===== config.mk =====
export PLATFORM = sky130hd
export DESIGN_NAME = skinny_sbox8_inv_cms_flat
export DESIGN_NICKNAME = d
export VERILOG_FILES = /design/src/rtl/skinny_sbox8_inv_cms_if.sv /design/src/rtl/skinny_sbox8_inv_cms.sv /design/src/flat_wrapper.sv
export SDC_FILE = /design/constraint.sdc
export NUM_CORES = 1
export LEC_CHECK = 0
export BUFFER_PORTS_ARGS = -buffer_cell sky130_fd_sc_hd__clkbuf_2
export CAP_MARGIN = 0
export CELL_PAD_IN_SITES_DETAIL_PLACEMENT = 1
export CELL_PAD_IN_SITES_GLOBAL_PLACEMENT = 1
export CORE_MARGIN = 10
export CORE_UTILIZATION = 48
export CTS_CLUSTER_DIAMETER = 150
export CTS_CLUSTER_SIZE = 20
export DETAILED_ROUTE_END_ITERATION = 8
export GPL_TIMING_DRIVEN = 0
export PLACE_DENSITY_LB_ADDON = 0.15
export SKIP_LAST_GASP = 1
export SYNTH_ARGS = -nofsm -noshare
export SYNTH_HDL_FRONTEND = slang
export SYNTH_SLANG_ARGS = --single-unit

===== constraint.sdc =====
create_clock -name clk -period 2 [get_ports clk]
set_input_delay 0.3 -clock clk [delete_from_list [all_inputs] [get_ports clk]]
set_output_delay 0.3 -clock clk [all_outputs]
set_load 0.05 [all_outputs]

===== src/rtl/skinny_sbox8_inv_cms_if.sv =====
// Byte-stream interface of the masked inverse SKINNY S-box.
// en is a global advance; a byte is taken when en && in_valid, and a result is presented while out_valid.
interface skinny_sbox8_inv_cms_if;
  logic       en;
  logic       in_valid;
  logic [7:0] x1;
  logic [7:0] x2;
  logic       out_valid;
  logic [7:0] y1;
  logic [7:0] y2;

  modport master (
    output en, in_valid, x1, x2,
    input  out_valid, y1, y2
  );

  modport slave (
    input  en, in_valid, x1, x2,
    output out_valid, y1, y2
  );
endinterface


===== src/rtl/skinny_sbox8_inv_cms.sv =====
// Two-share CMS-masked SKINNY-128 inverse S-box, four register stages, one byte per enabled cycle.
// Each stage applies a linear remap (Q, then Pinv three times) followed by one masked g.
module skinny_sbox8_inv_cms #(
  parameter bit RESET_DATA = 1'b1
) (
  input  logic                    clk,
  input  logic                    rst,
  skinny_sbox8_inv_cms_if.slave   bus
);

  localparam int NS = 4;

  logic [3:0] r_v;
  logic [7:0] r_s0 [NS];
  logic [7:0] r_s1 [NS];
  logic [1:0] r_c0 [NS];
  logic [1:0] r_c1 [NS];

  logic [7:0] w_d0 [NS];
  logic [7:0] w_d1 [NS];
  logic [7:0] w_u0 [NS];
  logic [7:0] w_u1 [NS];

  function automatic logic [7:0] f_q(input logic [7:0] x);
    return {x[7:3], x[1], x[2], x[0]};
  endfunction

  function automatic logic [7:0] f_pinv(input logic [7:0] y);
    return {y[5], y[4], y[0], y[3], y[1], y[7], y[6], y[2]};
  endfunction

  // Share 0 nonlinear part: t ^ NOR(a,b) on its own share only.
  function automatic logic [7:0] f_g_s0(input logic [7:0] u);
    logic [7:0] r;
    r    = u;
    r[4] = u[4] ^ ~(u[7] | u[6]);
    r[0] = u[0] ^ ~(u[3] | u[2]);
    return r;
  endfunction

  // Share 1 nonlinear part: XNOR(t, NAND(a,b)), i.e. t ^ (a & b).
  function automatic logic [7:0] f_g_s1(input logic [7:0] w);
    logic [7:0] r;
    r    = w;
    r[4] = ~(w[4] ^ ~(w[7] & w[6]));
    r[0] = ~(w[0] ^ ~(w[3] & w[2]));
    return r;
  endfunction

  // Cross terms go to their own registers; index 1 targets bit 4, index 0 targets bit 0.
  function automatic logic [1:0] f_cross0(input logic [7:0] u, input logic [7:0] w);
    return {~(u[7] | ~w[6]), ~(u[3] | ~w[2])};
  endfunction

  function automatic logic [1:0] f_cross1(input logic [7:0] u, input logic [7:0] w);
    return {~(u[6] | ~w[7]), ~(u[2] | ~w[3])};
  endfunction

  // Cross terms are folded into their share only after the stage register.
  always_comb begin
    for (int k = 0; k < NS; k++) begin
      w_d0[k] = r_s0[k] ^ {3'b000, r_c0[k][1], 3'b000, r_c0[k][0]};
      w_d1[k] = r_s1[k] ^ {3'b000, r_c1[k][1], 3'b000, r_c1[k][0]};
    end
  end

  always_comb begin
    w_u0[0] = f_q(bus.x1);
    w_u1[0] = f_q(bus.x2);
    for (int k = 1; k < NS; k++) begin
      w_u0[k] = f_pinv(w_d0[k-1]);
      w_u1[k] = f_pinv(w_d1[k-1]);
    end
  end

  always_ff @(posedge clk) begin
    if (rst) begin
      r_v <= '0;
      if (RESET_DATA) begin
        for (int k = 0; k < NS; k++) begin
          r_s0[k] <= '0;
          r_s1[k] <= '0;
          r_c0[k] <= '0;
          r_c1[k] <= '0;
        end
      end
    end else if (bus.en) begin
      r_v <= {r_v[2:0], bus.in_valid};
      for (int k = 0; k < NS; k++) begin
        r_s0[k] <= f_g_s0(w_u0[k]);
        r_s1[k] <= f_g_s1(w_u1[k]);
        r_c0[k] <= f_cross0(w_u0[k], w_u1[k]);
        r_c1[k] <= f_cross1(w_u0[k], w_u1[k]);
      end
    end
  end

  assign bus.out_valid = r_v[3];
  assign bus.y1        = w_d0[NS-1];
  assign bus.y2        = w_d1[NS-1];

endmodule


===== src/flat_wrapper.sv =====
// flat-port wrapper written by rule: the top's interface ports become plain ports
module skinny_sbox8_inv_cms_flat 
#(
  parameter bit RESET_DATA = 1'b1
)
  (clk, rst, bus_en, bus_in_valid, bus_x1, bus_x2, bus_out_valid, bus_y1, bus_y2);
  skinny_sbox8_inv_cms_if bus_i ();
  input  logic clk;
  input  logic rst;
  input wire logic [$bits(bus_i.en)-1:0] bus_en;
  input wire logic [$bits(bus_i.in_valid)-1:0] bus_in_valid;
  input wire logic [$bits(bus_i.x1)-1:0] bus_x1;
  input wire logic [$bits(bus_i.x2)-1:0] bus_x2;
  output wire logic [$bits(bus_i.out_valid)-1:0] bus_out_valid;
  output wire logic [$bits(bus_i.y1)-1:0] bus_y1;
  output wire logic [$bits(bus_i.y2)-1:0] bus_y2;
  assign bus_i.en = bus_en;
  assign bus_i.in_valid = bus_in_valid;
  assign bus_i.x1 = bus_x1;
  assign bus_i.x2 = bus_x2;
  assign bus_out_valid = bus_i.out_valid;
  assign bus_y1 = bus_i.y1;
  assign bus_y2 = bus_i.y2;
  skinny_sbox8_inv_cms #(.RESET_DATA(RESET_DATA)) u_core (.clk(clk), .rst(rst), .bus(bus_i));
endmodule

==> results of run 1 <==
-- worst register-to-register path, stage by stage (launching register included) --
cell and delay, ns:
edfxtp_1 0.41, xor2_1 0.21, or3_1 0.31, a21oi_1 0.15
-- how the worst min path moves through the flow --
stage                  startpoint            end  slack [ns]
finish               bus_in_valid  u_core.r_v[0]        0.19
global route         bus_in_valid  u_core.r_v[0]        0.19
CTS                  bus_in_valid  u_core.r_v[0]        0.18
detailed placement  u_core.r_v[3]  u_core.r_v[3]        0.49
global placement    u_core.r_v[3]  u_core.r_v[3]        0.48
floorplan                     rst  u_core.r_v[0]        0.37
-- kinds of logic after synthesis --
| family | after synthesis |
|---|---|
| buf+inv | 27 |
| compound gates | 22 |
| xor+xnor | 21 |
| flops | 84 |
| simple gates | 92 |
| mux | 4 |
-- power by group through the flow --
stage / Combinational (uW) / Clock, uW / Sequential [uW]
4_1_cts: 419 / 1160 / 2120
3_3_place_gp: 397 / 0 / 2150
6_report: 409 / 1140 / 2110
5_1_grt: 451 / 1220 / 2130
2_1_floorplan: 310 / 0 / 2140
3_5_place_dp: 418 / 0 / 2160
-- per-layer routing --
layer / track usage / up-vias / part of all wire
met3: 0.0317 / 8 / 0.040
li1: - / 953 / -
met5: 0 / - / 0
met2: 0.197 / 37 / 0.52
met1: 0.119 / 917 / 0.42
met4: 0.0667 / 0 / 0.021
-- layout by cell type (no fill, tap or decap), types with 11 or more instances in the layout --
cell type,instances
xor2_1,12
edfxtp_1,80
nor2_1,21
or3_1,11
buf_4,17
and2_1,34
clkbuf_2,35
o21ai_0,11
a21oi_1,11
-- registers in the layout (all words and copies together), names as in the netlist --
| signal | flops |
|---|---|
| u_core.r_s0 | 32 |
| u_core.r_s1 | 32 |
| u_core.r_c0 | 8 |
| u_core.r_c1 | 8 |
| u_core.r_v | 4 |
-- area by class of cell --
class	count	area (um2)	area share
Sequential cell	84	2480	0.613
Buffer	24	194	0.0479
Timing Repair Buffer	36	203	0.0500
Tap cell	99	124	0.0306
Inverter	3	11.3	0.00278
Clock inverter	5	52.6	0.0130
Multi-Input combinational cell	139	855	0.211
Clock buffer	11	131	0.0324
-- metrics by stage --
step,area (um2),instances,hold slack [ns],setup slack [ns]
after floorplan,3540,250,0.372,0.162
after global placement,3840,384,0.477,-0.240
after detailed placement,3870,385,0.487,0.484
after CTS,4050,401,0.176,0.370
after global routing,4050,401,0.190,0.338
final,4050,401,0.186,0.417
==> run metrics, run 1 <==
status finished, final reports clean; gr ovfl total 0; Post-Syn Instances 250; final period utilization 0.792; instance count on the critical path 3; Crit Path Max Fanout 1; synthesized-area fraction occupied by xor and xnor cells 0.0520; pin count of the biggest net entering global routing just over 60; die width 106 um; CP max stage cell edfxtp_1; Worst Reg-to-Reg Cells 3; die height ~110 um; Post-Route Utilization 0.562; CTS tree done; Setup TNS 0 ns; mux contribution to synthesized area 0.0113; CP peak stage delay 0.39 ns; Netlist cell types 22; CP Capture Point bus_y2[4]; flops & latches, synth 84; GPL Wtd Cong between 0.7 and 0.8; Data arrival, critical path 1.28 ns; Synth Area in Adders 0; wire length per cell 15.0 um; fmax 632 MHz; min Tclk post-route 1.58 ns; leakage ~0.0016 uW; Slew @ Worst Pin between 0.3 and 0.4 ns; PD cells between 900 and 1000 nW/um2; Top Ports 37; Synthesized Nets 270; ys flop type edfxtp_1; worst hold path depth 3; Switch Pwr ~880 uW; wirelength, routed 6020 um; buffers added on ports 35; post-synthesis cell area 3540 um2; Setup crit start u_core.r_c1[3][1]; CP top delay family flip-flops; hold crit path type in -> reg; CP Class reg -> out; first-pass GRT wire length 9760 um; Avg Synthesized Cell Area 14.2 um2; Synth area leader edfxtp_1; H-tree Lvls 3; sequential power share 0.577; Clock transition at path regs about 0.080 ns; unrepaired setup endpoints after global routing false; clk_lat worst skew 0.34 ns; row cnt 31; final max-slew violation count 0; sequential area share after synthesis 0.701; worst r2r src u_core.r_c0[0][5]; Detail Route Antenna Nets 0; Max Cap Violations 0; DRC Markers 0; filler cell count in the final layout 752; EDFF count, synth 80; Synth Area in Simple Gates 0.146; final setup fails 0; most frequent cell after synthesis edfxtp_1; Max-slew headroom 0.747; initial antenna violation count 0; area grow syn2layout 14.5%; Die ar. around 11000 um2; Comb power frac 0.112; Post-CTS Setup Bufs 0; Buf/Inv on CP 2; clk sinks 84; total CTS buffers 9; internal power about 2800 uW; core area roughly 7200 um2; antenna cells 0; Vias about 1900; Max IR drop VDD about 0.35 mV; Hold-fix buffers, CTS 0; worst reg2reg setup slack 0.77 ns; post-DP HPWL 4270 um; ys async rst share 0; worst path required time roughly 1.7 ns; Synth warnings 0; vias in the first global route 2023; Design Power 3670 uW; commonest cells in the synthesized netlist edfxtp_1, and2_1, nor2_1; Switching Share 0.240; largest cells by area after synthesis edfxtp_1, and2_1, buf_4; Clock power frac 0.312; Worst setup SP type flip-flop; Final nets between 300 and 400; Initial Utilization 0.491; worst flop-to-flop path endpoint u_core.r_s0[0][28]; largest family of logic cells by synthesized area simple AND/OR/NAND/NOR gates; DRT iter0 DRCs 42; final hold violations 0; Resized Gates After CTS 0; Avg Vias per Cell 4.78; post-synthesis compound-gate area fraction 0.0311; Root Driver clkbuf_8; Setup Skew just under 0.008 ns; CTS Buffer Depth 2; crit-path cells xor2_1, buf_4, clkbuf_2; global-route usage over all layers 0.113; share of the synthesized area in the top cell type 0.679; TritonRoute pass-1 iters 4; share of layout cells above drive strength 1 0.258; CP endpoint kind output port
(Power assumes the default switching activity.)
==> inputs of run 2 (changes only) <==
--- a/config.mk
+++ b/config.mk
@@ -5,12 +5,13 @@
 export SDC_FILE = /design/constraint.sdc
 export NUM_CORES = 1
 export LEC_CHECK = 0
+export ABC_AREA = 1
 export BUFFER_PORTS_ARGS = -buffer_cell sky130_fd_sc_hd__clkbuf_2
 export CAP_MARGIN = 0
 export CELL_PAD_IN_SITES_DETAIL_PLACEMENT = 1
 export CELL_PAD_IN_SITES_GLOBAL_PLACEMENT = 1
 export CORE_MARGIN = 10
-export CORE_UTILIZATION = 48
+export CORE_UTILIZATION = 42
 export CTS_CLUSTER_DIAMETER = 150
 export CTS_CLUSTER_SIZE = 20
 export DETAILED_ROUTE_END_ITERATION = 8
==> constraint.sdc (replaced) <==
create_clock -name clk -period 1.25 [get_ports clk]
set_input_delay 0.1875 -clock clk [delete_from_list [all_inputs] [get_ports clk]]
set_output_delay 0.1875 -clock clk [all_outputs]
set_load 0.05 [all_outputs]
==> run 2 against run 1 <==
Net effect: the flow now finishes with violations (setup timing); critical endpoint is now bus_y2[0]; synthesized area increased by 3.9%; via count increased by 19%; flip-flop and latch count unchanged; clock power increased by 100%; setup slack got worse by 0.53 ns; clock skew decreased by 0.0048 ns; global-route usage increased by 0.47 points; largest power group unchanged; sequential power increased by 61%.
==> run metrics, run 2 <==
min Tclk post-route approximately 1.4 ns; Largest regs u_core.r_s0 (32), u_core.r_s1 (32) (unchanged); Initial Utilization 0.426 (was 0.491); area occupied by multi-input gates 836 um2 (was 855 um2); Clock transition at path regs 0.08 ns (about the same); TritonRoute pass-1 iters 5 (was 4); Slew @ Worst Pin 0.621 ns (was 0.376 ns); buffers added on ports 36 (was 35); Max-slew headroom 0.586 (was 0.747); filler cell count in the final layout 941 (was 752); antenna cells 0 (unchanged); Final WS setup -0.110 ns (was 0.417 ns); wire length per cell 14.4 um (was 15.0 um); share of the synthesized area in the top cell type 0.653 (was 0.679); Final nets 404 (was 317); final hold violations 0 (unchanged); H-tree Lvls 3 (unchanged); most common cell after layout, fill and taps aside edfxtp_1 (unchanged); Worst setup SP type flip-flop (unchanged); global-route usage over all layers 0.118 (was 0.113); Max Cap Violations 0 (unchanged); failing checks setup timing; flops & latches, synth 84 (unchanged); Die ar. 12900 um2 (was 11200 um2); Synth warnings 0 (unchanged); post-route cell area 4450 um2 (was 4050 um2); hold crit path type in -> reg (unchanged); sequential area share after synthesis 0.675 (was 0.701); fmax 735 MHz; gr ovfl total 0 (unchanged); Crit Path Max Fanout 1 (unchanged); DRT iter0 DRCs 101 (was 42); DP Cell Count 489 (was 385); CP endpoint kind output port (unchanged); Root Driver clkbuf_8 (unchanged); Synthesized Nets 365 (was 270); die width 114 um (was 106 um); initial antenna violation count 0 (unchanged); CTS tree done (unchanged); core area 8640 um2 (was 7210 um2); Vias 2284 (was 1915); Netlist cell types 18 (was 22); Max IR drop VDD 0.687 mV (was 0.350 mV); area grow syn2layout 20.9% (was 14.5%); CP Class reg -> out (unchanged); leakage 0.00191 uW (was 0.00164 uW); wirelength, routed 7170 um (was 6020 um); GPL Wtd Cong 0.821 (was 0.736); clk sinks 84 (unchanged); post-DP HPWL 4990 um (was 4270 um); worst path required time 1.06 ns (was 1.70 ns); clk_lat worst skew 0.35 ns (was 0.34 ns); Top Ports 37 (unchanged); Avg Synthesized Cell Area 10.7 um2 (was 14.2 um2); most frequent cell after synthesis edfxtp_1 (unchanged); ys async rst share 0 (unchanged); PD cells 1470 nW/um2 (was 905 nW/um2); DRC Markers 0 (unchanged); commonest cells in the synthesized netlist edfxtp_1, nor2_1, inv_1 (was edfxtp_1, and2_1, nor2_1); first-pass GRT wire length 11700 um (was 9760 um); status complete, but fails checks (was finished, final reports clean); total CTS buffers 9 (unchanged); row cnt 34 (was 31); Placed Area 4000 um2 (was 3870 um2); post-synthesis cell area 3680 um2 (was 3540 um2); Setup Skew 0.00314 ns (was 0.00792 ns); post-place setup slack -0.328 ns (was 0.484 ns); pin count of the biggest net entering global routing 84 (was 62); Synth area leader edfxtp_1 (unchanged); final cell count without fillers 497 (was 401); final setup fails 4 (was 0); Post-Syn Instances 345 (was 250); final period utilization 1.09; EDFF count, synth 80 (unchanged); ys flop type edfxtp_1 (unchanged); most frequent cells in the layout edfxtp_1, nor2_1, inv_1 (was edfxtp_1, clkbuf_2, and2_1); Detail Route Antenna Nets 0 (unchanged); die height 114 um (was 106 um); Avg Vias per Cell 4.60 (was 4.78); largest cells by area after synthesis edfxtp_1, nor2_1, inv_1 (was edfxtp_1, and2_1, buf_4); Data arrival, critical path 1.17 ns (was 1.28 ns); share of layout cells above drive strength 1 0.195 (was 0.258); Reg area 2480 um2 (unchanged); final max-slew violation count 0 (unchanged); unrepaired setup endpoints after global routing true (was false); CTS Buffer Depth 2 (unchanged); vias in the first global route 2443 (was 2023)
## run 2: cell count changes after synthesis, sizes merged, moves of 7 or more
| cell | previous run | this run |
|---|---|---|
| o21ai | 11 | 2 |
| or3 | 11 | 0 |
| nor2 | 21 | 70 |
| nand2 | 5 | 52 |
| nand3 | 0 | 15 |
| inv | 3 | 63 |
| nor3 | 6 | 13 |
| and2 | 36 | 0 |
| nor2b | 9 | 0 |
## run 2: path summary, 6_finish.rpt
path	from	endpoint	slack (ns)	cells after the start
worst max-delay path	u_core.r_c1[3][0]	bus_y2[0]	-0.11	2
worst min register to register	u_core.r_v[0]	u_core.r_v[1]	0.48	2
worst max register to register	u_core.r_c0[0][1]	u_core.r_s0[0][12]	0.16	6
worst min-delay path	bus_in_valid	u_core.r_v[0]	0.04	3
## run 2: area by class of cell
type | instances | area share
flip-flops and latches | 84 | 0.558
well taps | 108 | 0.0304
clock buffers | 9 | 0.0279
clock inverters | 7 | 0.0256
multi-input cells | 174 | 0.188
plain buffers | 15 | 0.0228
repair buffers | 37 | 0.0937
inverters | 63 | 0.0532
## run 2: repair_timing
item	CTS	global route
gates resized for setup	43	6
endpoints found under the hold margin	0	0
pin swaps	4	3
hold buffers	0	0
endpoints found under the setup margin	16	91
setup buffers	0	1
## run 2: worst max-delay path: stages, from the launching register on
cell and delay [ns]:
edfxtp_1 0.42, xor2_2 0.21, clkbuf_16 0.19
## run 2: report_power, final
| group | switching [uW] | internal, uW |
|---|---|---|
| registers | 98.7 | 3300 |
| logic | 498 | 334 |
| clock network | 990 | 1320 |
## run 2: kinds of logic after synthesis
family	after synthesis	share of synthesized area
and+or+nand+nor	150	0.166
buffers and inverters	87	0.110
DFF	84	0.675
xor gates and xnor gates	15	0.0357
AOI/OAI and AO/OA	9	0.0129
## run 2: routing by layer
| layer | share of wire | global-route usage |
|---|---|---|
| met5 | 0 | 0 |
| met4 | 0.024 | 0.0651 |
| met3 | 0.042 | 0.0346 |
| met2 | 0.51 | 0.206 |
| met1 | 0.43 | 0.124 |
## run 2: per-stage QoR
step / total power [uW] / util / TNS [ns] / hold WS (ns)
floorplan: 3970 / - / 0 / 0.300
global placement: 4150 / 0.463 / -22.44 / 0.389
detailed placement: 4190 / 0.463 / -26.64 / 0.403
CTS: 6580 / 0.513 / -0.511 / 0.0290
global route: 6770 / 0.515 / -0.653 / 0.0561
finish: 6540 / 0.515 / -0.410 / 0.0429
==> inputs of run 3 (changes only) <==
--- a/config.mk
+++ b/config.mk
@@ -16,7 +16,7 @@
 export CTS_CLUSTER_SIZE = 20
 export DETAILED_ROUTE_END_ITERATION = 8
 export GPL_TIMING_DRIVEN = 0
-export PLACE_DENSITY_LB_ADDON = 0.15
+export PLACE_DENSITY = 0.78
 export SKIP_LAST_GASP = 1
 export SYNTH_ARGS = -nofsm -noshare
 export SYNTH_HDL_FRONTEND = slang
==> run 3 against run 2 <==
Net effect: the run still ends with setup timing left; routed wire length grew 3.7%; critical path type unchanged; die area is the same; register-to-register slack lost 0.06 ns; critical path depth is the same; design area grew 0.90%; setup slack gained 0.0023 ns; fmax grew 0.17%; clock power grew 16%; non-clock buffer count grew 2; sequential share of layout area shrank 0.50 points; sequential power is essentially flat; total power grew 6.0%.
==> run metrics, run 3 (synthesized netlist as in run 2, its figures left out) <==
status complete, but fails checks (unchanged); failing checks setup timing (unchanged); DRT iter0 DRCs 66 (was 101); leakage 0.00193 uW (was 0.00191 uW); Final WS setup -0.108 ns (was -0.110 ns); Post-CTS Setup Bufs 0 (unchanged); Slew @ Worst Pin 0.614 ns (was 0.621 ns); most common cell after layout, fill and taps aside edfxtp_1 (unchanged); wire length per cell 14.9 um (was 14.4 um); Data arrival, critical path 1.17 ns (about the same); initial antenna violation count 0 (unchanged); Largest regs u_core.r_s0 (32), u_core.r_s1 (32) (unchanged); global-route usage over all layers 0.121 (was 0.118); worst reg2reg setup slack 0.10 ns (was 0.16 ns); DP Cell Count 489 (unchanged); Avg Vias per Cell 4.74 (was 4.60); hold endpoint u_core.r_v[0] (unchanged); H-tree Lvls 3 (unchanged); share of layout cells above drive strength 1 0.202 (was 0.195); PD cells 1540 nW/um2 (was 1470 nW/um2); total CTS buffers 9 (unchanged); core area 8640 um2 (unchanged); Final nets 406 (was 404); worst hold path depth 3 (unchanged); final max-slew violation count 0 (unchanged); Placed Area 4000 um2 (unchanged); buffers added on ports 36 (unchanged); vias in the first global route 2576 (was 2443); hold crit path type in -> reg (unchanged); Die ar. 12900 um2 (unchanged); Max IR drop VDD 0.701 mV (was 0.687 mV); Max Cap Violations 0 (unchanged); die width 114 um (unchanged); CP endpoint kind output port (unchanged); Crit Path Max Fanout 1 (unchanged); Top Ports 37 (unchanged); CP Class reg -> out (unchanged); worst flop-to-flop path endpoint u_core.r_s0[0][20] (was u_core.r_s0[0][12]); Worst setup SP type flip-flop (unchanged); die height 114 um (unchanged); wirelength, routed 7430 um (was 7170 um); worst path required time 1.06 ns (about the same); TritonRoute pass-1 iters 4 (was 5); antenna cells 0 (unchanged); final hold violations 0 (unchanged); HP Start bus_in_valid (unchanged); final period utilization 1.09 (about the same); Clock transition at path regs 0.08 ns (about the same); Worst Reg-to-Reg Cells 6 (unchanged); min Tclk post-route 1.36 ns (about the same); fmax 736 MHz (was 735 MHz); CTS tree done (unchanged); worst r2r src u_core.r_c0[0][3] (was u_core.r_c0[0][1]); Max-slew headroom 0.591 (was 0.586); clk sinks 84 (unchanged); post-DP HPWL 5040 um (was 4990 um); Setup Skew 0.00953 ns (was 0.00314 ns); gr ovfl total 0 (unchanged); row cnt 34 (unchanged); Detail Route Antenna Nets 0 (unchanged); CTS Buffer Depth 2 (unchanged); first-pass GRT wire length 12100 um (was 11700 um); GPL Wtd Cong 0.837 (was 0.821); Initial Utilization 0.426 (unchanged); Vias 2367 (was 2284); DRC Markers 0 (unchanged); final setup fails 4 (unchanged); pin count of the biggest net entering global routing 84 (unchanged); Hold-fix buffers, CTS 0 (unchanged); area grow syn2layout 22.0% (was 20.9%); post-route cell area 4490 um2 (was 4450 um2); clk_lat worst skew 0.35 ns (about the same); final cell count without fillers 499 (was 497); Root Driver clkbuf_8 (unchanged); unrepaired setup endpoints after global routing true (unchanged); most frequent cells in the layout edfxtp_1, nor2_1, inv_1 (unchanged)
-- run 3: cell count changes in the layout (fill, tap and decap cells not counted), sizes merged --
cell      change
buf           +7
clkinvlp      -1
inv           -1
bufinv        +2
clkbuf        -5
-- run 3: worst max-delay path by stage --
stage	from	to	slack, ns
after CTS	u_core.r_s0[0][24]	bus_y1[0]	-0.14
after global routing	u_core.r_s0[0][24]	bus_y1[0]	-0.17
after floorplan	bus_en	u_core.r_c0[0][0]	0.05
after detailed placement	bus_en	u_core.r_s0[0][29]	-0.30
after global placement	bus_en	u_core.r_c0[0][6]	-0.25
final	u_core.r_s0[0][24]	bus_y1[0]	-0.11
-- run 3: cell type report --
cell class / instances / area (um2)
Sequential cell: 84 / 2480
Fill cell: 946 / 4150
Timing Repair Buffer: 36 / 385
Inverter: 63 / 236
Buffer: 18 / 124
Tap cell: 108 / 135
Clock buffer: 9 / 124
Multi-Input combinational cell: 174 / 836
Clock inverter: 7 / 163
-- run 3: metrics by stage --
| step | setup slack [ns] | TNS [ns] | utilization | hold slack [ns] | power [uW] |
|---|---|---|---|---|---|
| finish | -0.108 | -0.390 | 0.519 | 0.0693 | 6930 |
| global route | -0.166 | -0.598 | 0.519 | 0.0549 | 7190 |
| CTS | -0.143 | -0.520 | 0.517 | 0.0526 | 6970 |
| detailed placement | -0.297 | -24.28 | 0.463 | 0.440 | 4180 |
| global placement | -0.247 | -19.98 | 0.463 | 0.387 | 4140 |
| floorplan | 0.0452 | 0 | - | 0.300 | 3970 |
-- run 3: worst max-delay path: stages, from the launching register on --
cell and delay (ns):
edfxtp_1 0.42, xor2_2 0.21, clkbuf_16 0.19
-- run 3: repair_timing --
action / CTS / global route
resized for setup: 39 / 13
pin swaps: 4 / 0
setup endpoints to repair: 16 / 68
-- run 3: power breakdown --
part	internal (uW)	switching (uW)
clock network	1730	967
registers	3300	100
logic	331	508
-- run 3: layer usage --
metal  up-vias  global-route usage  wire [um]
met1      1151               0.120       2900
met2        48               0.228       4090
met4         0              0.0584        112
met5         -                   0          0
li1       1158                   -          -
met3        10              0.0310        330
